### src/rtl/smg_fifo_sched.sv
// rtl/smg_fifo_sched.sv - FIFO-fed six-digit seven-segment scheduler; SMG_SCROLL_EN enables a three-byte scrolling window.
module smg_fifo_sched #(
    parameter int SCAN_DIV    = 50000,
    parameter int DWELL_TICKS = 1000
) (
    input  logic       clk_50MHz,
    input  logic       rst,
    input  logic       fifo_empty,
    output logic       fifo_rd_en,
    input  logic [7:0] fifo_dout,
    input  logic       pause,
    output logic [5:0] smg_sig,
    output logic [7:0] smg_data
);

    localparam int SW = (SCAN_DIV > 1) ? $clog2(SCAN_DIV) : 1;
    localparam int DW = $clog2(DWELL_TICKS + 1);
    localparam logic [SW-1:0] SCAN_LAST  = SW'(SCAN_DIV - 1);
    localparam logic [DW-1:0] DWELL_LAST = DW'(DWELL_TICKS);

    typedef enum logic [1:0] {IDLE, RD, CAP, HOLD} state_t;

    state_t        state, state_nxt;
    logic [SW-1:0] scan_cnt;
    logic          scan_tick;
    logic [2:0]    dig_idx, dig_nxt;
    logic [7:0]    digit;
    logic [DW-1:0] dwell_cnt;
    logic          dwell_done;
    logic          rd_done;
    logic [7:0]    b0, b1, b2;
    logic          v0, v1, v2;

    function automatic logic [7:0] seg_hex(input logic [3:0] n);
        case (n)
            4'h0: seg_hex = 8'hC0;
            4'h1: seg_hex = 8'hF9;
            4'h2: seg_hex = 8'hA4;
            4'h3: seg_hex = 8'hB0;
            4'h4: seg_hex = 8'h99;
            4'h5: seg_hex = 8'h92;
            4'h6: seg_hex = 8'h82;
            4'h7: seg_hex = 8'hF8;
            4'h8: seg_hex = 8'h80;
            4'h9: seg_hex = 8'h90;
            4'hA: seg_hex = 8'h88;
            4'hB: seg_hex = 8'h83;
            4'hC: seg_hex = 8'hC6;
            4'hD: seg_hex = 8'hA1;
            4'hE: seg_hex = 8'h86;
            default: seg_hex = 8'h8E;
        endcase
    endfunction

    assign scan_tick = (scan_cnt == SCAN_LAST);

    // The read strobe is gated by fifo_empty so an empty FIFO is never popped.
    always_comb begin
        state_nxt  = state;
        fifo_rd_en = 1'b0;
        case (state)
            IDLE: if (dwell_done && !fifo_empty && !pause) state_nxt = RD;
            RD: begin
                fifo_rd_en = !fifo_empty;
                state_nxt  = CAP;
            end
            CAP:  state_nxt = HOLD;
            HOLD: if (dwell_cnt == DWELL_LAST) state_nxt = IDLE;
            default: state_nxt = IDLE;
        endcase
    end

    always_ff @(posedge clk_50MHz or negedge rst) begin
        if (!rst) begin
            state      <= IDLE;
            dwell_cnt  <= '0;
            dwell_done <= 1'b1;
            rd_done    <= 1'b0;
            b0 <= 8'h00; b1 <= 8'h00; b2 <= 8'h00;
            v0 <= 1'b0;  v1 <= 1'b0;  v2 <= 1'b0;
        end else begin
            state <= state_nxt;
            case (state)
                RD: rd_done <= fifo_rd_en;
                CAP: begin
                    dwell_done <= 1'b0;
                    dwell_cnt  <= '0;
                    if (rd_done) begin
`ifdef SMG_SCROLL_EN
                        b2 <= b1; v2 <= v1;
                        b1 <= b0; v1 <= v0;
`endif
                        b0 <= fifo_dout;
                        v0 <= 1'b1;
                    end
                end
                HOLD: begin
                    if (dwell_cnt == DWELL_LAST) dwell_done <= 1'b1;
                    else if (scan_tick)          dwell_cnt  <= dwell_cnt + 1'b1;
                end
                default: ;
            endcase
        end
    end

    // Digit content is sampled from the window at the tick, so a byte captured
    // on the same edge only appears from the next tick onward.
    always_comb begin
        dig_nxt = (dig_idx == 3'd5) ? 3'd0 : dig_idx + 3'd1;
        digit   = 8'hFF;
        case (dig_nxt)
            3'd0: if (v0) digit = seg_hex(b0[3:0]);
            3'd1: if (v0) digit = seg_hex(b0[7:4]);
            3'd2: if (v1) digit = seg_hex(b1[3:0]);
            3'd3: if (v1) digit = seg_hex(b1[7:4]);
            3'd4: if (v2) digit = seg_hex(b2[3:0]);
            3'd5: if (v2) digit = seg_hex(b2[7:4]);
            default: digit = 8'hFF;
        endcase
        if (dig_nxt == 3'd0 && pause) digit[7] = 1'b0;
    end

    always_ff @(posedge clk_50MHz or negedge rst) begin
        if (!rst) begin
            scan_cnt <= '0;
            dig_idx  <= 3'd0;
            smg_sig  <= 6'b111111;
            smg_data <= 8'hFF;
        end else begin
            scan_cnt <= scan_tick ? '0 : scan_cnt + 1'b1;
            if (scan_tick) begin
                dig_idx  <= dig_nxt;
                smg_sig  <= ~(6'b000001 << dig_nxt);
                smg_data <= digit;
            end
        end
    end

endmodule

### config.mk
export PLATFORM = sky130hd
export DESIGN_NAME = smg_fifo_sched
export DESIGN_NICKNAME = d
export VERILOG_FILES = /design/src/rtl/smg_fifo_sched.sv
export SDC_FILE = /design/constraint.sdc
export NUM_CORES = 1
export LEC_CHECK = 0
export CAP_MARGIN = 20
export CORE_UTILIZATION = 52
export DETAILED_ROUTE_END_ITERATION = 10
export PLACE_DENSITY = 0.76
export SYNTH_ARGS = -nofsm -noshare
export SYNTH_HDL_FRONTEND = slang
export SYNTH_SLANG_ARGS = --single-unit
### constraint.sdc
create_clock -name clk_50MHz -period 1.7 [get_ports clk_50MHz]
set_clock_uncertainty 0.15 [all_clocks]
set_input_delay 0.17 -clock clk_50MHz [delete_from_list [all_inputs] [get_ports clk_50MHz]]
set_output_delay 0.17 -clock clk_50MHz [all_outputs]
set_load 0.1 [all_outputs]
# ---- Yosys cells after proc, flatten, opt, wreduce, memory -nomap -nowiden
# Memory sizes are Yosys's and may differ from the RTL's.
# Cells that the tools add are included.
dict set report totals {
  ff_bits 56
  rom_bits 672
  wordCells 67
  memories 6
}
# name depth word_bits read_ports rd_ports_with_merged_regs wr line_no
set mem_list {}
lappend mem_list {{(name not given)} 16 7 1 0 0 35} ;# case (n)
lappend mem_list {{(name not given)} 16 7 1 0 0 35}
lappend mem_list {{(name not given)} 16 7 1 0 0 35}
lappend mem_list {{(name not given)} 16 7 1 0 0 35}
lappend mem_list {{(name not given)} 16 7 1 0 0 35}
lappend mem_list {{(name not given)} 16 7 1 0 0 35}
dict set report classes {
  add_sub_neg 3
  n_eq_ne 15
  shifts 1
  mux 19
  bitwise 1
  n_reduce_logical 12
}
# cell count
set op_table {}
lappend op_table {{$mux W8} 6}
lappend op_table {{$pmux W8 S6} 1}
lappend op_table {{$mux W10} 2}
lappend op_table {{$pmux W10 S2} 1}
lappend op_table {{$add A16 B1 Y16 const B} 1}
lappend op_table {{$eq A16 B16 Y1 const B} 1}
lappend op_table {{$mux W16} 1}
lappend op_table {{$add A10 B1 Y10 const B} 1}
lappend op_table {{$eq A10 B10 Y1 const B} 1}
lappend op_table {{$eq A3 B3 Y1 const B} 3}
lappend op_table {{$ne A2 B2 Y1 const B} 4}
lappend op_table {{$pmux W2 S4} 1}
lappend op_table {{$eq A3 B2 Y1 const B} 2}
lappend op_table {{$not A6 Y6} 1}
lappend op_table {{$reduce_and A2 Y1} 3}
lappend op_table {{$shl A1 B3 Y6 const A} 1}
lappend op_table {{$eq A2 B2 Y1 const B} 2}
lappend op_table {{$mux W2} 2}
lappend op_table {{$add A3 B1 Y3 const B} 1}
lappend op_table {{$eq A3 B1 Y1 const B} 1}
lappend op_table {{$logic_and A1 B1 Y1} 3}
lappend op_table {{$logic_not A3 Y1} 1}
lappend op_table {{$mux W1} 3}
lappend op_table {{$mux W3} 1}
lappend op_table {{6 further kinds} 7}

# ---- Depth between registers and ports, before layout
dict set report depth {
  word_depth 5
  ltp_mapped 7
  ltp_nobuf 6
}

# ---- Worst setup path after synthesis
# Ideal clock, no wire load.
dict set report synth_path {
  kind {reg2reg}
  start {register state[1]}
  end {register rd_done}
  setup_time_ps 72
  arrival_ps 2071
  required_ps 1478
  slack_ps -593
  stages_incl_launch_ff 6
  synth_period_minus_slack_ps 2293
  path_cell_list {dfrtp_1 > inv_1 > ha_1 > inv_1 > nor2_1 > a21o_1}
}
dict set report synth_via {
  elab_chain_len 2
}
# item line_no
set synth_lines {}
lappend synth_lines {{start, declared} 23} ;# state_t state, state_nxt;
lappend synth_lines {{start signal, assigned} 82} ;# state <= state_nxt;
lappend synth_lines {{$eq A2 B1 Y1} 61} ;# case (state)
lappend synth_lines {{$mux W1} 61}
lappend synth_lines {{net fifo_rd_en} 9} ;# output logic fifo_rd_en,
lappend synth_lines {{end signal, assigned} 84} ;# RD: rd_done <= fifo_rd_en;
lappend synth_lines {{end, declared} 30} ;# logic rd_done;
# The timed path passes the listed nets, and every way through them passes these cells.
# A chain may end at the register's enable or synchronous reset.

# ---- Final worst setup path
dict set report layout_path {
  start {register scan_cnt[4]}
  end {register scan_cnt[11]}
}
dict set report layout_via {
  elab_chain_len 2
}
# item line_no
set layout_lines {}
lappend layout_lines {{start, declared} 24} ;# logic [SW-1:0] scan_cnt;
lappend layout_lines {{start signal, assigned} 130} ;# scan_cnt <= scan_tick ? '0 : scan_cnt + 1'b1;
lappend layout_lines {{$add A16 B1 Y16 / $eq A16 B16 Y1 (equally long branches)} {130, 55}}
lappend layout_lines {{$mux W16 *} 130}
# Every way passes the cells marked *; elsewhere a longest branch is shown, timed or not.

==> metrics.md <==
| Metric | Value |
|---|---|
| Status | complete, but fails checks |
| Failing checks | negative setup slack |
| Die area | 6500 um2 |
| DR WL/cell | approximately 22 um |
| WHS | 0.2043 ns |
| Via count | a little under 3000 |
| Final setup fails | 31 |
| Global Route Usage Sum | 0.2644 |
| CTS Buf Count | 5 |
| Max-cap violations | 0 |
| Max Slew Vio Count | 0 |
| Internal power | between 1.5 and 2 mW |
| Rel. slew slack | 0.5929 |
| I/O pins | 27 |
| WP data required | 1.76 ns |
| Yosys warning total | 18 |
| Critical R2R Launch | scan_cnt[4] |
| Post-layout util | 0.8011 |
| Detailed Routing Iterations Pass 1 | 4 |
| Clock share of power | 0.307 |
| Final number of hold-violating endpoints | 0 |
| First-pass GRT wire length | 12.87 mm |
| CP max stage cell | dfrtp_1 |
| Total Wirelength | approximately 10 mm |
| Maximum vdd ir drop | 0.4571 mV |
| Number of synthesized register bits | 56 |
| Post-Syn Instances | 310 |
| Switching power share of the total | 0.2854 |
| Core ar. | 5956 um2 |
| CTS H-tree depth | 2 |
| Final worst slack | -0.2444 ns |
| Hold Path Class | in -> async |
| Critical path's largest stage delay | 0.44 ns |
| Worst flop-to-flop path endpoint | scan_cnt[11] |
| Vias in the first global route | between 2000 and 3000 |
| CP endpoint kind | flop |
| Buffers on Ports | 26 |
| Final min period | ~2 ns |
| Worst-path clk slew | 0.12 ns |
| Combinational Power Share | 0.147 |
| PD cells | 536.4 nW/um2 |
| Commonest non-fill, non-tap cell in the layout | buf_4 |
| Switching pwr | around 0.73 mW |
| Main synth FF type | dfrtp_1 |
| Post-synth ARST share | 1.000 |
| Crit Path Max Fanout | 2 |
| Largest net degree at the start of global routing | 57 |
| Area after DPL | about 4100 um2 |
| Seq/Total Area, Yosys | 0.4418 |
| Post-DP HPWL | 5.448 mm |
| Slew @ Worst Pin | 0.6106 ns |
| GPL Wtd Cong | 0.9038 |
| Place WS | -0.1594 ns |
| Avg Cell Area, Syn | a little over 10 um2 |
| Unique cell type count in the Yosys netlist | 50 |
| Mapped Nets | about 340 |
| Cell row count | 28 |
| Leakage power | 2.069 nW |
| Root buf cell | clkbuf_8 |
| Startpoint types | flop |
| Area delta synth->final | 48.42% |
| Die Ht | 80.62 um |
| Worst-skew pair later-pin latency | 0.33 ns |
| EDFF count, synth | 0 |
| Iteration-0 DRC Markers | 281 |
| Fill count | 327 |
| CP Class | reg -> reg |
| Initial Utilization | 0.5397 |
| Die Wd | roughly 81 um |
| Critical path startpoint | scan_cnt[4] |
| Register-to-Register Path Depth | 5 |
| RSZ-0062 raised after global routing | yes |
| Post-route ant nets | 0 |
| F_max | approximately 510 MHz |
| DRC errors left | 0 |
| Nets | 430 |
| Initial antenna violation count | 0 |
| Sequential power share | 0.546 |
| Crit path arrival time | roughly 2.0 ns |
| Share of cells above drive strength 1 | 0.4962 |
| Via/cell ratio | a little over 6 |
| Remaining Overflow, GRT | 0 |
| TNS Setup | -1.865 ns |
| Reg2Reg Setup Slack | -0.24 ns |
| Antenna diode instance count | 0 |
| Crit-path cells | buf_6, nand4_1, nor3_2, and3_1, mux2_4 |
| Design area | 4771 um2 |
| Commonest cells after routing, fill and taps aside | buf_4, dfrtp_1, nor2_1, nand2_1, buf_12 |
| CTS tree | yes |
| Longest Clk Path Bufs | 2 |
| CTS Sinks | 56 |
| Cell area after synthesis | 3214 um2 |
| Fin crit share | 1.144 |
[per-stage QoR]
step           cells  total power, mW
3_5_place_dp     445            1.650
4_1_cts          468            2.444
2_1_floorplan    310            1.530
3_3_place_gp     445            1.635
6_report         472            2.559
5_1_grt          472            2.644
[what timing repair did]
action	CTS	global route
pin swaps	9	29
gates cloned	2	0
gates resized for setup	22	76
setup buffers	12	6
endpoints found under the hold margin	56	0
endpoints found under the setup margin	28	47
hold buffers	1	0
[Yosys cell counts, types with 2 or more instances]
master     n  area [um2]
nand3_1   12       60.06
and4bb_2   3       37.54
mux2i_1   11       110.1
mux2_2    17       191.4
dfrtp_1   41        1026
and2_1     2       12.51
xor2_1     3       26.28
clkbuf_1   7       26.28
dfstp_2   15       394.1
o21ai_0    2       10.01
nor2_1    31       116.4
nand2b_1   2       12.51
nand4_1    6       37.54
a41oi_1    2       17.52
nor3_1     8       40.04
a31oi_1    7       43.79
a21oi_1    2       10.01
buf_4      2       15.01
o31ai_1   10       75.07
a41o_1     3       30.03
inv_1     16       60.06
a221oi_1   3       26.28
buf_2      5       25.02
xnor2_1    8       70.07
nor2b_1    2       12.51
a211oi_1   9       67.56
mux4_2     2       45.04
nand2_1   29       108.9
ha_1      22       275.3
and3_1     7       43.79
a31o_2     2       17.52
[kinds of logic (layout without fill, tap and decap cells)]
group,Yosys count,count (layout),share of synthesized area
and+or+nand+nor,110,111,0.1732
xor gates and xnor gates,11,11,0.02998
DFF,56,56,0.4418
adders and majority gates,22,22,0.08564
muxes,30,30,0.1078
buffers and inverters,31,117,0.04282
AOI/OAI and AO/OA,50,50,0.1187
[layer usage]
layer | GRT usage | part of all wire
met4 | 0.1071 | 0.051
met5 | 0 | 0
met3 | 0.05568 | 0.050
met1 | 0.3220 | 0.38
met2 | 0.4517 | 0.52
[power by group through the flow]
stage | clock network [mW] | registers [mW] | logic, mW
floorplan | 0 | 1.39 | 0.137
global placement | 0 | 1.41 | 0.230
detailed placement | 0 | 1.41 | 0.242
CTS | 0.785 | 1.39 | 0.273
global route | 0.843 | 1.40 | 0.400
finish | 0.787 | 1.40 | 0.375
[cell type report]
cell class,instances,area (um2),area share
well taps,75,93.84,0.01967
flip-flops and latches,56,1423,0.2982
clock inverters,3,23.77,0.004983
inverters,16,62.56,0.01311
clock buffers,5,68.82,0.01442
multi-input cells,224,2115,0.4432
repair buffers,93,984.7,0.2064
[registers in the layout, summed over array words and instances (netlist names)]
register    flops
v0              1
smg_data        8
dwell_done      1
dig_idx         3
state           2
b0              8
rd_done         1
dwell_cnt      10
scan_cnt       16
smg_sig         6
[critical path, delay by kind of cell (launching register included)]
kind,cells,cell delay [ns]
buffers and inverters,1,0.12
and+or+nand+nor,3,0.80
muxes,1,0.33
DFF,1,0.44
[how the worst max path moves through the flow]
stage / to
6_report: scan_cnt[11]
5_1_grt: scan_cnt[11]
4_1_cts: state[1]
3_5_place_dp: state[1]
3_3_place_gp: smg_data[3]
2_1_floorplan: state[1]
No activity file was read; power rests on OpenSTA's default activity.
